==> src/rtl/ifu_fetch_pkg.sv <==
// ifu_fetch_pkg: shared definitions for the instruction fetch unit.
//   - bus widths, PC increment, default reset PC
//   - FSM state encoding (ISSUE/WAIT/DROP/HALT)
//   - instruction buffer entry layout and depth
// Build option: MYRISCV_IFU_FIFO_EN selects a 2-entry instruction buffer;
// without it the buffer is a single output register.
package ifu_fetch_pkg;

    localparam int ADDR_W = 32;
    localparam int DATA_W = 32;

    localparam logic [31:0] IFU_PC_INC           = 32'd4;
    localparam logic [31:0] IFU_DEFAULT_RESET_PC = 32'h8000_0000;

`ifdef MYRISCV_IFU_FIFO_EN
    localparam int IFU_IBUF_DEPTH = 2;
`else
    localparam int IFU_IBUF_DEPTH = 1;
`endif
    localparam int IFU_IBUF_CNT_W = $clog2(IFU_IBUF_DEPTH + 1);

    typedef enum logic [1:0] {
        IFU_ST_ISSUE = 2'd0,
        IFU_ST_WAIT  = 2'd1,
        IFU_ST_DROP  = 2'd2,
        IFU_ST_HALT  = 2'd3
    } ifu_state_e;

    typedef struct packed {
        logic [ADDR_W-1:0] pc;
        logic [DATA_W-1:0] ir;
        logic              err;
    } ibuf_entry_t;

    localparam int IFU_ENTRY_W = $bits(ibuf_entry_t);

endpackage

==> src/rtl/ifu_fetch_ibuf.sv <==
// ifu_ibuf: DEPTH-entry synchronous FIFO of {pc, ir, err} fetch results.
// Ports:
//   clk, rst          clock, synchronous active-high reset
//   clear             drop all entries (wins over push)
//   push, push_*      write one entry at the tail
//   pop               remove the head entry (ignored when empty)
//   head_*            current head entry (contents meaningless when count==0)
//   count             number of valid entries
// Storage is a flat shift register: the head always sits in the lowest slot,
// so a pop is a right shift and a push lands at index count - pop.
module ifu_ibuf
    import ifu_fetch_pkg::*;
#(
    parameter int DEPTH = IFU_IBUF_DEPTH,
    parameter int CNT_W = IFU_IBUF_CNT_W
) (
    input  logic              clk,
    input  logic              rst,
    input  logic              clear,
    input  logic              push,
    input  logic [31:0]       push_pc,
    input  logic [31:0]       push_ir,
    input  logic              push_err,
    input  logic              pop,
    output logic [31:0]       head_pc,
    output logic [31:0]       head_ir,
    output logic              head_err,
    output logic [CNT_W-1:0]  count
);

    localparam int FLAT_W = DEPTH * IFU_ENTRY_W;

    logic [FLAT_W-1:0] mem_flat;
    logic [FLAT_W-1:0] mem_nxt;
    logic              do_pop;
    logic [CNT_W-1:0]  wr_idx;
    ibuf_entry_t       din;
    ibuf_entry_t       head;

    assign do_pop = pop && (count != '0);
    assign wr_idx = count - CNT_W'(do_pop);
    assign din    = '{pc: push_pc, ir: push_ir, err: push_err};

    always_comb begin
        mem_nxt = mem_flat;
        if (do_pop) begin
            mem_nxt = mem_nxt >> IFU_ENTRY_W;
        end
        if (push) begin
            mem_nxt[int'(wr_idx) * IFU_ENTRY_W +: IFU_ENTRY_W] = din;
        end
    end

    always_ff @(posedge clk) begin
        if (rst) begin
            mem_flat <= '0;
            count    <= '0;
        end else if (clear) begin
            // Data is left in place; only the occupancy is dropped.
            count    <= '0;
        end else begin
            mem_flat <= mem_nxt;
            count    <= count + CNT_W'(push) - CNT_W'(do_pop);
        end
    end

    assign head     = mem_flat[IFU_ENTRY_W-1:0];
    assign head_pc  = head.pc;
    assign head_ir  = head.ir;
    assign head_err = head.err;

endmodule

==> src/rtl/ifu_fetch.sv <==
// ifu_fetch: instruction fetch unit.
// Generates sequential PCs, keeps at most one fetch outstanding on the
// pc_req/pc_rsp port, buffers returned words in ifu_ibuf and hands them to
// decode. A flush from execute redirects fetch and discards buffered and
// in-flight results.
// Build option: MYRISCV_IFU_FIFO_EN (2-entry buffer; default 1 entry).
// Ports:
//   clk, rst                      clock, synchronous active-high reset
//   flush_vld, flush_pc           redirect pulse and target
//   pc_req_addr/vld/rdy           fetch request
//   pc_rsp_data/err/vld/rdy       fetch response
//   ifu_o_vld/rdy, ifu_o_pc/ir/err  instruction to decode (buffer head)
//   fsm_state                     current fetch FSM state (debug)
// Handshakes: a transfer happens on a cycle where vld & rdy are both high at
// posedge clk; a raised vld holds its payload until accepted, except that a
// flush may withdraw pc_req_vld.
module ifu_fetch
    import ifu_fetch_pkg::*;
#(
    parameter logic [31:0] RESET_PC = IFU_DEFAULT_RESET_PC
) (
    input  logic        clk,
    input  logic        rst,
    input  logic        flush_vld,
    input  logic [31:0] flush_pc,
    output logic [31:0] pc_req_addr,
    output logic        pc_req_vld,
    input  logic        pc_req_rdy,
    input  logic [31:0] pc_rsp_data,
    input  logic        pc_rsp_err,
    input  logic        pc_rsp_vld,
    output logic        pc_rsp_rdy,
    output logic        ifu_o_vld,
    input  logic        ifu_o_rdy,
    output logic [31:0] ifu_o_pc,
    output logic [31:0] ifu_o_ir,
    output logic        ifu_o_err,
    output logic [1:0]  fsm_state
);

    ifu_state_e                state;
    ifu_state_e                state_nxt;
    logic [31:0]               fetch_pc;
    logic [31:0]               fetch_pc_nxt;
    logic [31:0]               req_pc;
    logic                      push;
    logic                      pop;
    logic                      space_ok;
    logic [IFU_IBUF_CNT_W-1:0] ibuf_count;

    assign ifu_o_vld   = (ibuf_count != '0);
    assign pop         = ifu_o_vld && ifu_o_rdy;
    assign pc_req_addr = fetch_pc;
    assign fsm_state   = state;

    // A request reserves a buffer slot for its response, so only issue when
    // the slot is guaranteed free by the time the response can arrive.
`ifdef MYRISCV_IFU_FIFO_EN
    assign space_ok = (ibuf_count < IFU_IBUF_CNT_W'(IFU_IBUF_DEPTH));
`else
    assign space_ok = (ibuf_count == '0) || pop;
`endif

    always_comb begin
        state_nxt    = state;
        fetch_pc_nxt = fetch_pc;
        pc_req_vld   = 1'b0;
        pc_rsp_rdy   = 1'b0;
        push         = 1'b0;

        case (state)
            IFU_ST_ISSUE: pc_req_vld = space_ok && !flush_vld && !rst;
            IFU_ST_WAIT,
            IFU_ST_DROP:  pc_rsp_rdy = !rst;
            default:      ;
        endcase

        if (flush_vld) begin
            // Redirect wins; a response still owed by memory is soaked up in DROP.
            fetch_pc_nxt = flush_pc;
            case (state)
                IFU_ST_WAIT,
                IFU_ST_DROP: state_nxt = (pc_rsp_vld && pc_rsp_rdy) ? IFU_ST_ISSUE
                                                                    : IFU_ST_DROP;
                default:     state_nxt = IFU_ST_ISSUE;
            endcase
        end else begin
            case (state)
                IFU_ST_ISSUE: begin
                    if (pc_req_vld && pc_req_rdy) begin
                        state_nxt = IFU_ST_WAIT;
                    end
                end
                IFU_ST_WAIT: begin
                    if (pc_rsp_vld && pc_rsp_rdy) begin
                        push = 1'b1;
                        if (pc_rsp_err) begin
                            state_nxt = IFU_ST_HALT;
                        end else begin
                            fetch_pc_nxt = req_pc + IFU_PC_INC;
                            state_nxt    = IFU_ST_ISSUE;
                        end
                    end
                end
                IFU_ST_DROP: begin
                    if (pc_rsp_vld && pc_rsp_rdy) begin
                        state_nxt = IFU_ST_ISSUE;
                    end
                end
                default: ;
            endcase
        end
    end

    always_ff @(posedge clk) begin
        if (rst) begin
            state    <= IFU_ST_ISSUE;
            fetch_pc <= RESET_PC;
            req_pc   <= RESET_PC;
        end else begin
            state    <= state_nxt;
            fetch_pc <= fetch_pc_nxt;
            if (pc_req_vld && pc_req_rdy) begin
                req_pc <= fetch_pc;
            end
        end
    end

    ifu_ibuf #(
        .DEPTH (IFU_IBUF_DEPTH),
        .CNT_W (IFU_IBUF_CNT_W)
    ) u_ibuf (
        .clk      (clk),
        .rst      (rst),
        .clear    (flush_vld),
        .push     (push),
        .push_pc  (req_pc),
        .push_ir  (pc_rsp_data),
        .push_err (pc_rsp_err),
        .pop      (pop),
        .head_pc  (ifu_o_pc),
        .head_ir  (ifu_o_ir),
        .head_err (ifu_o_err),
        .count    (ibuf_count)
    );

endmodule

==> config.mk <==
export PLATFORM = sky130hd
export DESIGN_NAME = ifu_fetch
export DESIGN_NICKNAME = d
export VERILOG_FILES = /design/src/rtl/ifu_fetch_pkg.sv /design/src/rtl/ifu_fetch_ibuf.sv /design/src/rtl/ifu_fetch.sv
export SDC_FILE = /design/constraint.sdc
export NUM_CORES = 1
export LEC_CHECK = 0
export BUFFER_PORTS_ARGS = -buffer_cell sky130_fd_sc_hd__buf_2
export CAP_MARGIN = 5
export CORE_MARGIN = 1
export CORE_UTILIZATION = 25
export CTS_CLUSTER_DIAMETER = 30
export CTS_CLUSTER_SIZE = 30
export DETAILED_ROUTE_END_ITERATION = 8
export MAX_ROUTING_LAYER = met4
export SYNTH_ARGS = -nofsm -noshare
export SYNTH_HDL_FRONTEND = slang
export SYNTH_SLANG_ARGS = --single-unit
==> constraint.sdc <==
create_clock -name clk -period 4.4 [get_ports clk]
set_input_delay 0.44 -clock clk [delete_from_list [all_inputs] [get_ports clk]]
set_output_delay 0.44 -clock clk [all_outputs]
set_load 0.01 [all_outputs]
==> results.tsv <==
stage	metric	value	unit
place	placement-stage cell area	6480	um^2
synthesis	post-synth top area cell	dfxtp_1	
detailed_routing	post-DR wirelength/cell	16.3	um
floorplanning	core region area	21100	um^2
synthesis	Post-synth EDFFs	0	
synthesis	Synth Instances	634	
clocking	clk slew on worst S/H paths	0.06	ns
place	GP Congestion	0.800	
synthesis	Synth Area in Compound Gates	19.6	%
floorplanning	die area	22100	um^2
detailed_routing	1st-pass router iterations	5	
synthesis	Synth Net Count	709	
layout	post-route insts no fill	1076	
clocking	Sink Count	132	
pwr	areal power density over the cells	416	nW/um^2
floorplanning	Starting Density	25.5	%
synthesis	library cells used by synthesis	46	
synthesis	Seq/Total Area, Yosys	49.0	%
critical_path	crit-path cells	inv_1, ha_1, nand4b_1, o21ai_0, nand2_2, buf_4, a22oi_1, nor2_1	
global_routing	vias in the first global route	4990	
synthesis	Post-Synth XOR/XNOR Area	4.39	%
run_status	status	finished, final reports clean	
synthesis	Yosys top cell area share	49.0	%
timing	count of final max-slew check failures	0	
layout	area delta synth->final	32.3	%
clocking	hold buffer count at cts	0	
clocking	CTS Buf Count	17	
run	Max-cap violations	0	
critical_path	CP Data Arrival Time	2.87	ns
clocking	worst-skew pair later-pin latency	0.42	ns
timing	Slew HR	41.1	%
timing	final hold viol count	0	
pwr	leak pwr	2.89	nW
detailed_routing	vias per cell	4.72	
clocking	CTS tree	done	
timing	Tmin final	2.59	ns
timing	RSZ-0062 raised after global routing	no	
layout	fin nets	861	
clocking	Clock Tree Buf Depth	2	
global_routing	GRT Util Overall	16.8	%
synthesis	syn avg cell area	8.50	um^2
critical_path	CP Data Required Time	4.67	ns
timing	final setup fails	0	
synthesis	Synth Register Bits	132	
global_routing	largest net degree at the start of global routing	81	
critical_path	Startpoint Class	flop	
timing	Worst-Margin Slew	0.883	ns
timing	Final Skew	0.0119	ns
floorplanning	Horiz. Die Dim	149	um
layout	share of cells above drive strength 1	27.8	%
synthesis	post-synthesis mux area share	0.372	%
clocking	root buf cell	clkbuf_16	
global_routing	total gr overflow	0	
pwr	maximum vdd ir drop	0.271	mV
timing	Tcrit/Tclk final	59.0	%
place	pre-CTS worst setup slack	1.60	ns
critical_path	worst-path maximum fanout	43	
place	HPWL Detailed	12300	um
clocking	Post-CTS Resized	0	
synthesis	Async SR Flop Fraction	0	%
worst_hold_path	worst hold path class	in -> reg	
clocking	H-tree levels	4	
global_routing	first-pass GRT wire length	27500	um
detailed_routing	Routed Antenna Nets	0	
synthesis	post-synthesis simple-gate area fraction	21.7	%
detailed_routing	DRC	0	
critical_path	Slowest-stage cell, CP	nand2_2	
detailed_routing	final wirelength	17600	um
synthesis	commonest cells in the netlist	dfxtp_1, nand2_1, nor2_1, a22oi_1, a21oi_1	
synthesis	largest family of logic cells by synthesized area	simple AND/OR/NAND/NOR gates	
global_routing	initial antenna violation count	2	
synthesis	adder-cell area share of the yosys netlist	0.929	%
floorplanning	IO Count	173	
layout	Design Area, Final	7130	um^2
floorplanning	cell row count	53	
synthesis	largest cells by area after synthesis	dfxtp_1, a22oi_1, nand2_1	
synthesis	Post-Syn Area	5390	um^2
timing	Sum Neg Setup Slack	0	ns
place	dpl cells	1042	
place	Port Buffer Count	172	
critical_path	WS Path Type	reg -> reg	
layout	Fillers	2267	
timing	setup ws final	1.81	ns
critical_path	CP max stage delay	0.53	ns
floorplanning	height of the die	149	um
detailed_routing	routed vias	5082	
synthesis	top_reg_cell synth	dfxtp_1	
timing	Max Fclk	0.385	GHz
critical_path	Setup crit end kind	flop	
detailed_routing	initial drt markers	371	
synthesis	count leader, synth	dfxtp_1	
synthesis	Synth warnings	0	
clocking	Setup Fix Bufs, Post-CTS	0	
power by group:
part           switching [W]  leakage, nW  total (W)  internal, W
registers          0.0000269         1.07    0.00125      0.00122
clock network       0.000543        0.313    0.00155      0.00101
logic              0.0000989         1.51   0.000165    0.0000664
total               0.000669         2.89    0.00297      0.00230
per-stage QoR:
step,power (W),util (%),hold WS [ns]
floorplan,0.00135,-,0.450
global placement,0.00144,30.7,0.453
detailed placement,0.00144,30.7,0.460
CTS,0.00300,33.8,0.226
global route,0.00307,33.8,0.234
finish,0.00297,33.8,0.234
sequential cells by signal, summed over array words and instances (netlist names):
| name | flops |
|---|---|
| fsm_state | 2 |
| u_ibuf.head | 65 |
| req_pc | 32 |
| u_ibuf.count | 1 |
| pc_req_addr | 32 |
cell usage in the layout (no fill, tap or decap), drive strengths merged, types with 6 or more instances in the layout:
master,netlist,routed
nor2,92,92
xnor2,22,22
clkinv,2,8
and4,6,6
a2111oi,8,8
nor3,18,18
dfxtp,132,132
nand3,7,7
nor4,6,6
a22oi,65,65
o21ai,15,15
inv,7,8
buf,13,180
clkbuf,34,20
and3,10,10
nand2,98,98
a21oi,46,46
nand4,9,9
critical path, delay by kind of cell, from the launching register on:
kind | cells | cell delay [ns]
AO/OA/AOI/OAI | 2 | 0.44
adder cells (fa/ha/maj) | 1 | 0.29
buffers and inverters | 2 | 0.53
flip-flops | 1 | 0.37
AND/OR/NAND/NOR | 3 | 0.80
cell families (layout without fill, tap and decap cells):
family,after synthesis,after routing
compound gates,157,157
xor+xnor,27,27
fa+ha+maj,4,4
buf+inv,56,221
flops,132,132
mux,2,2
other cells,0,2
simple gates,256,256
area by class of cell:
type | instances | area (um^2) | share of cell area [%]
inverter | 9 | 33.8 | 0.474
sequential | 132 | 2640 | 37.1
clock buffer | 20 | 437 | 6.13
multi-input combinational | 446 | 2540 | 35.6
antenna | 2 | 5.00 | 0.0702
tap | 275 | 344 | 4.83
clock inverter | 12 | 204 | 2.86
timing repair buffer | 180 | 923 | 13.0
per-layer routing:
| metal | routed length [um] | up-vias | global-route usage, % | part of all wire (%) |
|---|---|---|---|---|
| met5 | 0 | - | - | 0 |
| met4 | 401 | 0 | 6.12 | 2.3 |
| met3 | 1330 | 31 | 6.12 | 7.6 |
| met2 | 7840 | 170 | 25.7 | 45 |
| met1 | 8010 | 2342 | 20.2 | 46 |
| li1 | - | 2539 | - | - |
worst paths after layout:
check	start	to	slack (ns)	cells after the start
min	flush_pc[9]	pc_req_addr[9]	0.23	3
min reg2reg	pc_req_addr[11]	req_pc[11]	0.47	2
max reg2reg	fsm_state[1]	u_ibuf.head[19]	1.81	8
max	fsm_state[1]	u_ibuf.head[19]	1.81	8
Power figures use the tool's default switching activity.
